--- config.mk ---
export PLATFORM = sky130hd
export DESIGN_NAME = multicycle_control_fsm
export DESIGN_NICKNAME = d
export VERILOG_FILES = /design/src/rtl/multicycle_control_fsm_pkg.sv /design/src/rtl/multicycle_control_fsm_ctrl_output_decode.sv /design/src/rtl/multicycle_control_fsm.sv
export SDC_FILE = /design/constraint.sdc
export NUM_CORES = 1
export LEC_CHECK = 0
export CORE_MARGIN = 2
export CORE_UTILIZATION = 40
export CTS_CLUSTER_DIAMETER = 150
export CTS_CLUSTER_SIZE = 28
export DETAILED_ROUTE_END_ITERATION = 7
export PLACE_DENSITY = 0.78
export SYNTH_ARGS = -nofsm -noshare
export SYNTH_HDL_FRONTEND = slang
export SYNTH_HIERARCHICAL = 1
export SYNTH_SLANG_ARGS = --single-unit
--- constraint.sdc ---
create_clock -name clk -period 2.1 [get_ports clk]
set_input_delay 0.21 -clock clk [delete_from_list [all_inputs] [get_ports clk]]
set_output_delay 0.21 -clock clk [all_outputs]
set_load 0.01 [all_outputs]
--- src/rtl/multicycle_control_fsm_pkg.sv ---
// Shared constants for the multicycle MIPS control unit: opcodes, state
// encodings and datapath mux select values.
package mips_ctrl_pkg;

  localparam logic [5:0] OP_RTYPE = 6'b000000;
  localparam logic [5:0] OP_LW    = 6'b100011;
  localparam logic [5:0] OP_SW    = 6'b101011;
  localparam logic [5:0] OP_BEQ   = 6'b000100;
  localparam logic [5:0] OP_ADDI  = 6'b001000;
  localparam logic [5:0] OP_J     = 6'b000010;

  typedef enum logic [3:0] {
    S_FETCH    = 4'd0,
    S_DECODE   = 4'd1,
    S_MEM_ADDR = 4'd2,
    S_MEM_RD   = 4'd3,
    S_MEM_WB   = 4'd4,
    S_MEM_WR   = 4'd5,
    S_EXEC     = 4'd6,
    S_R_WB     = 4'd7,
    S_BRANCH   = 4'd8,
    S_ADDI_EX  = 4'd9,
    S_ADDI_WB  = 4'd10,
    S_JUMP     = 4'd11
  } ctrlState_t;

  localparam logic [1:0] ALUOP_ADD   = 2'b00;
  localparam logic [1:0] ALUOP_SUB   = 2'b01;
  localparam logic [1:0] ALUOP_FUNCT = 2'b10;

  localparam logic [1:0] SRCB_RT     = 2'b00;
  localparam logic [1:0] SRCB_FOUR   = 2'b01;
  localparam logic [1:0] SRCB_IMM    = 2'b10;
  localparam logic [1:0] SRCB_IMMSH  = 2'b11;

  localparam logic [1:0] PCSRC_ALU    = 2'b00;
  localparam logic [1:0] PCSRC_ALUOUT = 2'b01;
  localparam logic [1:0] PCSRC_JUMP   = 2'b10;

endpackage

--- src/rtl/multicycle_control_fsm_ctrl_output_decode.sv ---
// Moore output decoder: maps the current FSM state to datapath controls.
// mem_ready only gates the one-shot loads and the store completion pulse.
module ctrl_output_decode
  import mips_ctrl_pkg::*;
#(
  parameter int ALUOP_W     = 2,
  parameter int MEM_WAIT_EN = 1
) (
  input  logic               rst,
  input  ctrlState_t         state,
  input  logic               mem_ready,
  output logic               pc_write,
  output logic               pc_write_cond,
  output logic               i_or_d,
  output logic               mem_read,
  output logic               mem_write,
  output logic               ir_write,
  output logic               mem_to_reg,
  output logic               reg_write,
  output logic               reg_dst,
  output logic               alu_src_a,
  output logic [1:0]         alu_src_b,
  output logic [ALUOP_W-1:0] alu_op,
  output logic [1:0]         pc_source,
  output logic               instr_done
);

  logic memGo;
  assign memGo = (MEM_WAIT_EN == 0) || mem_ready;

  // Per-state control decode; everything is held low while in reset.
  always_comb begin
    pc_write      = 1'b0;
    pc_write_cond = 1'b0;
    i_or_d        = 1'b0;
    mem_read      = 1'b0;
    mem_write     = 1'b0;
    ir_write      = 1'b0;
    mem_to_reg    = 1'b0;
    reg_write     = 1'b0;
    reg_dst       = 1'b0;
    alu_src_a     = 1'b0;
    alu_src_b     = SRCB_RT;
    alu_op        = ALUOP_W'(ALUOP_ADD);
    pc_source     = PCSRC_ALU;
    instr_done    = 1'b0;
    if (!rst) begin
      case (state)
        S_FETCH: begin
          mem_read  = 1'b1;
          ir_write  = memGo;
          pc_write  = memGo;
          alu_src_b = SRCB_FOUR;
        end
        S_DECODE:   alu_src_b = SRCB_IMMSH;
        S_MEM_ADDR: begin
          alu_src_a = 1'b1;
          alu_src_b = SRCB_IMM;
        end
        S_MEM_RD: begin
          mem_read = 1'b1;
          i_or_d   = 1'b1;
        end
        S_MEM_WB: begin
          reg_write  = 1'b1;
          mem_to_reg = 1'b1;
          instr_done = 1'b1;
        end
        S_MEM_WR: begin
          mem_write  = 1'b1;
          i_or_d     = 1'b1;
          instr_done = memGo;
        end
        S_EXEC: begin
          alu_src_a = 1'b1;
          alu_op    = ALUOP_W'(ALUOP_FUNCT);
        end
        S_R_WB: begin
          reg_dst    = 1'b1;
          reg_write  = 1'b1;
          instr_done = 1'b1;
        end
        S_BRANCH: begin
          alu_src_a     = 1'b1;
          alu_op        = ALUOP_W'(ALUOP_SUB);
          pc_write_cond = 1'b1;
          pc_source     = PCSRC_ALUOUT;
          instr_done    = 1'b1;
        end
        S_ADDI_EX: begin
          alu_src_a = 1'b1;
          alu_src_b = SRCB_IMM;
        end
        S_ADDI_WB: begin
          reg_write  = 1'b1;
          instr_done = 1'b1;
        end
        S_JUMP: begin
          pc_write   = 1'b1;
          pc_source  = PCSRC_JUMP;
          instr_done = 1'b1;
        end
        default: ;
      endcase
    end else begin
      instr_done = 1'b0;
    end
  end

endmodule

--- src/rtl/multicycle_control_fsm.sv ---
// Multicycle MIPS control FSM: state register, next-state logic and the
// sticky illegal-opcode flag; outputs come from ctrl_output_decode.
module multicycle_control_fsm
  import mips_ctrl_pkg::*;
#(
  parameter int OP_W        = 6,
  parameter int ALUOP_W     = 2,
  parameter int MEM_WAIT_EN = 1
) (
  input  logic               clk,
  input  logic               rst,
  input  logic [OP_W-1:0]    opcode,
  input  logic               mem_ready,
  output logic               pc_write,
  output logic               pc_write_cond,
  output logic               i_or_d,
  output logic               mem_read,
  output logic               mem_write,
  output logic               ir_write,
  output logic               mem_to_reg,
  output logic               reg_write,
  output logic               reg_dst,
  output logic               alu_src_a,
  output logic [1:0]         alu_src_b,
  output logic [ALUOP_W-1:0] alu_op,
  output logic [1:0]         pc_source,
  output logic               instr_done,
  output logic               illegal_op,
  output logic [3:0]         state
);

  ctrlState_t stateReg;
  logic       illegalReg;
  logic       memGo;

  assign memGo      = (MEM_WAIT_EN == 0) || mem_ready;
  assign state      = stateReg;
  assign illegal_op = illegalReg;

  // State sequencing; memory states hold until the access completes.
  always_ff @(posedge clk) begin
    if (rst) begin
      stateReg   <= S_FETCH;
      illegalReg <= 1'b0;
    end else begin
      case (stateReg)
        S_FETCH:  stateReg <= memGo ? S_DECODE : S_FETCH;
        S_DECODE: begin
          case (opcode)
            OP_W'(OP_RTYPE): stateReg <= S_EXEC;
            OP_W'(OP_LW),
            OP_W'(OP_SW):    stateReg <= S_MEM_ADDR;
            OP_W'(OP_BEQ):   stateReg <= S_BRANCH;
            OP_W'(OP_ADDI):  stateReg <= S_ADDI_EX;
            OP_W'(OP_J):     stateReg <= S_JUMP;
            default: begin
              stateReg   <= S_FETCH;
              illegalReg <= 1'b1;
            end
          endcase
        end
        // Only lw and sw reach MEM_ADDR, so anything not lw is a store.
        S_MEM_ADDR: stateReg <= (opcode == OP_W'(OP_LW)) ? S_MEM_RD : S_MEM_WR;
        S_MEM_RD:   stateReg <= memGo ? S_MEM_WB : S_MEM_RD;
        S_MEM_WR:   stateReg <= memGo ? S_FETCH : S_MEM_WR;
        S_EXEC:     stateReg <= S_R_WB;
        S_ADDI_EX:  stateReg <= S_ADDI_WB;
        S_MEM_WB,
        S_R_WB,
        S_BRANCH,
        S_ADDI_WB,
        S_JUMP:     stateReg <= S_FETCH;
        default:    stateReg <= S_FETCH;
      endcase
    end
  end

  ctrl_output_decode #(
    .ALUOP_W     (ALUOP_W),
    .MEM_WAIT_EN (MEM_WAIT_EN)
  ) uDecode (
    .rst           (rst),
    .state         (stateReg),
    .mem_ready     (mem_ready),
    .pc_write      (pc_write),
    .pc_write_cond (pc_write_cond),
    .i_or_d        (i_or_d),
    .mem_read      (mem_read),
    .mem_write     (mem_write),
    .ir_write      (ir_write),
    .mem_to_reg    (mem_to_reg),
    .reg_write     (reg_write),
    .reg_dst       (reg_dst),
    .alu_src_a     (alu_src_a),
    .alu_src_b     (alu_src_b),
    .alu_op        (alu_op),
    .pc_source     (pc_source),
    .instr_done    (instr_done)
  );

endmodule
==> summary.md <==
| Metric | Value |
|---|---|
| Starting DRT DRC Count | `13` |
| Sequential fraction of the synthesis area | `0.150` |
| Worst hold path type | `flop to flop` |
| Routing usage on met3 | `0.0240` |
| Max Slew Vio Count | `0` |
| Fill count | `137` |
| Placer Congestion | `about 0.85` |
| Critical Path RT | `between 1.5 and 2 ns` |
| Crit-path leading delay family | `buffers and inverters` |
| Nets@finish | `130` |
| Synth area leaders | `dfxtp_1 (15%), nand2b_1 (5.6%), nor2_1 (5.6%)` |
| Met2 Usage GRT | `0.354` |
| Worst-Skew Late Latency | `about 0.23 ns` |
| Largest net degree at the start of global routing | `13` |
| Crit start category | `input port` |
| Max-Cap Viols | `0` |
| Min cycle time layout | `2.01 ns` |
| Place WS | `about 0.020 ns` |
| Leak | `approximately 0.00037 uW` |
| TritonCTS buffer count | `3` |
| Die Wd | `around 45 microns` |
| Average size of a mapped cell | `around 7.6 sq um` |
| Number of flops mapped to enable cells by yosys | `0` |
| Worst Skew | `~0.0056 ns` |
| Area leader, netlist | `dfxtp_1` |
| Count leader, synth | `nor2_1` |
| Clk slew on worst S/H paths | `roughly 0.05 ns` |
| Clock Tree Root | `clkbuf_4` |
| Synth Warn # | `6` |
| Peak VDD IR | `~0.32 mV` |
| Worst-Margin Slew | `between 0.4 and 0.5 ns` |
| Fin crit share | `0.958` |
| Vias post-DR | `~790` |
| Critical Path Sink Type | `output pin` |
| Final antenna-violating net count | `0` |
| Met1 usage | `0.219` |
| Initial antenna violation count | `0` |
| DRC violations left | `0` |
| Synth top area share | `0.150` |
| Routed len/inst | `13.0 microns` |
| DR vias/cell | `roughly 5.8` |
| Worst-path cell chain | `clkdlybuf4s50_1 -> or3b_4 -> nor3_1 -> clkdlybuf4s50_1` |
| TritonCTS clock tree | `yes` |
| Crit-path max FO | `4` |
| # IOs | `31` |
| Drt total wl | `between 1500 and 2000 microns` |
| Most frequent CP cell | `clkdlybuf4s50_1` |
| Chip Height | `about 45 microns` |
| CP max stage delay | `around 0.56 ns` |
| Slew margin rel. | `0.718` |
| WP buf/inv | `2` |
| Starting Density | `0.434` |
| Port bufs | `30` |
| Critical path arrival | `roughly 1.8 ns` |
| CTS max path bufs | `2` |
| GR peak layer | `met2` |
| Status | `completed` |
| Die area | `2020 sq um` |
| Worst r2r src | `state[0]` |
| Synthesized netlist cell count | `88` |
| TNS Setup | `0 ns` |
| Synth cell types | `40` |
| Fmax | `between 400 and 500 MHz` |
| Mapped cell area | `approximately 670 sq um` |
| Main synth FF type | `dfxtp_1` |
| # H-tree levels | `1` |
| CTS sink count | `5` |
| Worst Setup Path Type | `input port to output pin` |
| Post-CTS Setup Repair Bufs | `0` |
| Finish-stage setup viols | `0` |
| Area after DPL | `971 sq um` |
| CP max-delay cell | `clkdlybuf4s50_1` |
| ANT cells | `0` |
| Critical Path Source | `rst` |
| P&R area growth vs syn | `52.2%` |
| Core area | `about 1500 sq um` |
| RSZ-0062 raised after global routing | `false` |
| Row cnt | `14` |
| Gr usage total | `0.182` |
| Synth top cells by count | `nor2_1 (10), a21oi_1 (7), nand2b_1 (6), nor3_1 (6), dfxtp_1 (5)` |
| Hold Path Origin | `illegal_op` |
| DP HPWL | `around 1400 microns` |
| PwrDens | `approximately 310 nW/um^2` |
| Post-route cell area | `a little over 1000 sq um` |
| Drt first pass iters | `4` |
| Synthesized flop and latch total | `5` |
| Mapped Nets | `97` |
| Hold Fails Final Rpt | `0` |
| Gr ovfl total | `0` |
| Share of cells above drive strength 1 | `0.192` |
| Final worst slack | `between 0.08 and 0.09 ns` |
| Vias in the first global route | `654` |
| First-pass GRT wire length | `around 2800 microns` |
| Async SR Flop Fraction | `0` |
-- registers in the layout, indices dropped and copies added (netlist names) --
| signal | cells |
|---|---|
| state | 4 |
| illegal_op | 1 |
-- worst register-to-register path, stage by stage (launching register included) --
cell and delay, ns:
dfxtp_2 0.40, buf_4 0.20, or2b_2 0.37, a21oi_1 0.13, o21ai_0 0.17, a21oi_1 0.18
-- cells by family after synthesis --
logic type	after synthesis	synth area share
AOI/OAI and AO/OA	22	0.213
xor gates and xnor gates	2	0.0262
DFF	5	0.150
and+or+nand+nor	46	0.462
muxes	2	0.0318
buffers and inverters	11	0.118
-- where the power goes --
| group | internal (uW) | total [uW] | switching, uW |
|---|---|---|---|
| Clock | 71.6 | 107 | 35.4 |
| Combinational | 55.3 | 100 | 44.9 |
| Sequential | 99.0 | 104 | 4.73 |
-- layer usage --
| metal | part of all wire | routed length [microns] |
|---|---|---|
| met4 | 0.011 | 19 |
| met1 | 0.40 | 703 |
| met2 | 0.53 | 931 |
| met5 | 0 | 0 |
| met3 | 0.063 | 111 |
-- what timing repair did --
| item | in CTS | in global routing |
|---|---|---|
| hold buffers | 0 | 0 |
| endpoints found under the setup margin | 0 | 13 |
| gates resized for setup | 0 | 9 |
-- layout make-up --
cell class              instances  area, sq um  share of cell area
clock buffers                   4         26.3              0.0258
inverters                       2         7.51             0.00737
multi-input cells              72          499               0.490
flip-flops and latches          5          105               0.103
well taps                      16         20.0              0.0197
repair buffers                 37          360               0.354
-- through the flow --
stage | cells | hold WS [ns] | utilization | power (uW)
after floorplan | 88 | 0.289 | - | 154
after global routing | 136 | 0.531 | 0.661 | 328
final | 136 | 0.487 | 0.661 | 311
after CTS | 136 | 0.490 | 0.647 | 313
after global placement | 132 | 0.466 | 0.630 | 203
after detailed placement | 132 | 0.469 | 0.630 | 205
-- placed cells by master (no fill, tap or decap), drive strengths merged, types with 3 or more instances in the layout --
cell,n
dfxtp,5
nor2,10
nor4,5
nor4b,3
clkdlybuf4s50,27
nand2b,7
dlymetal6s2s,3
clkbuf,4
a21oi,7
nor3,6
buf,7
o21ai,3
-- path summary, 6_finish.rpt --
check	end	slack (ns)	cells past startpoint
min reg2reg	illegal_op	0.49	1
max	mem_to_reg	0.09	4
min	illegal_op	0.49	1
max reg2reg	state[1]	0.57	5
Note: power is estimated with default switching activity, not from simulation.
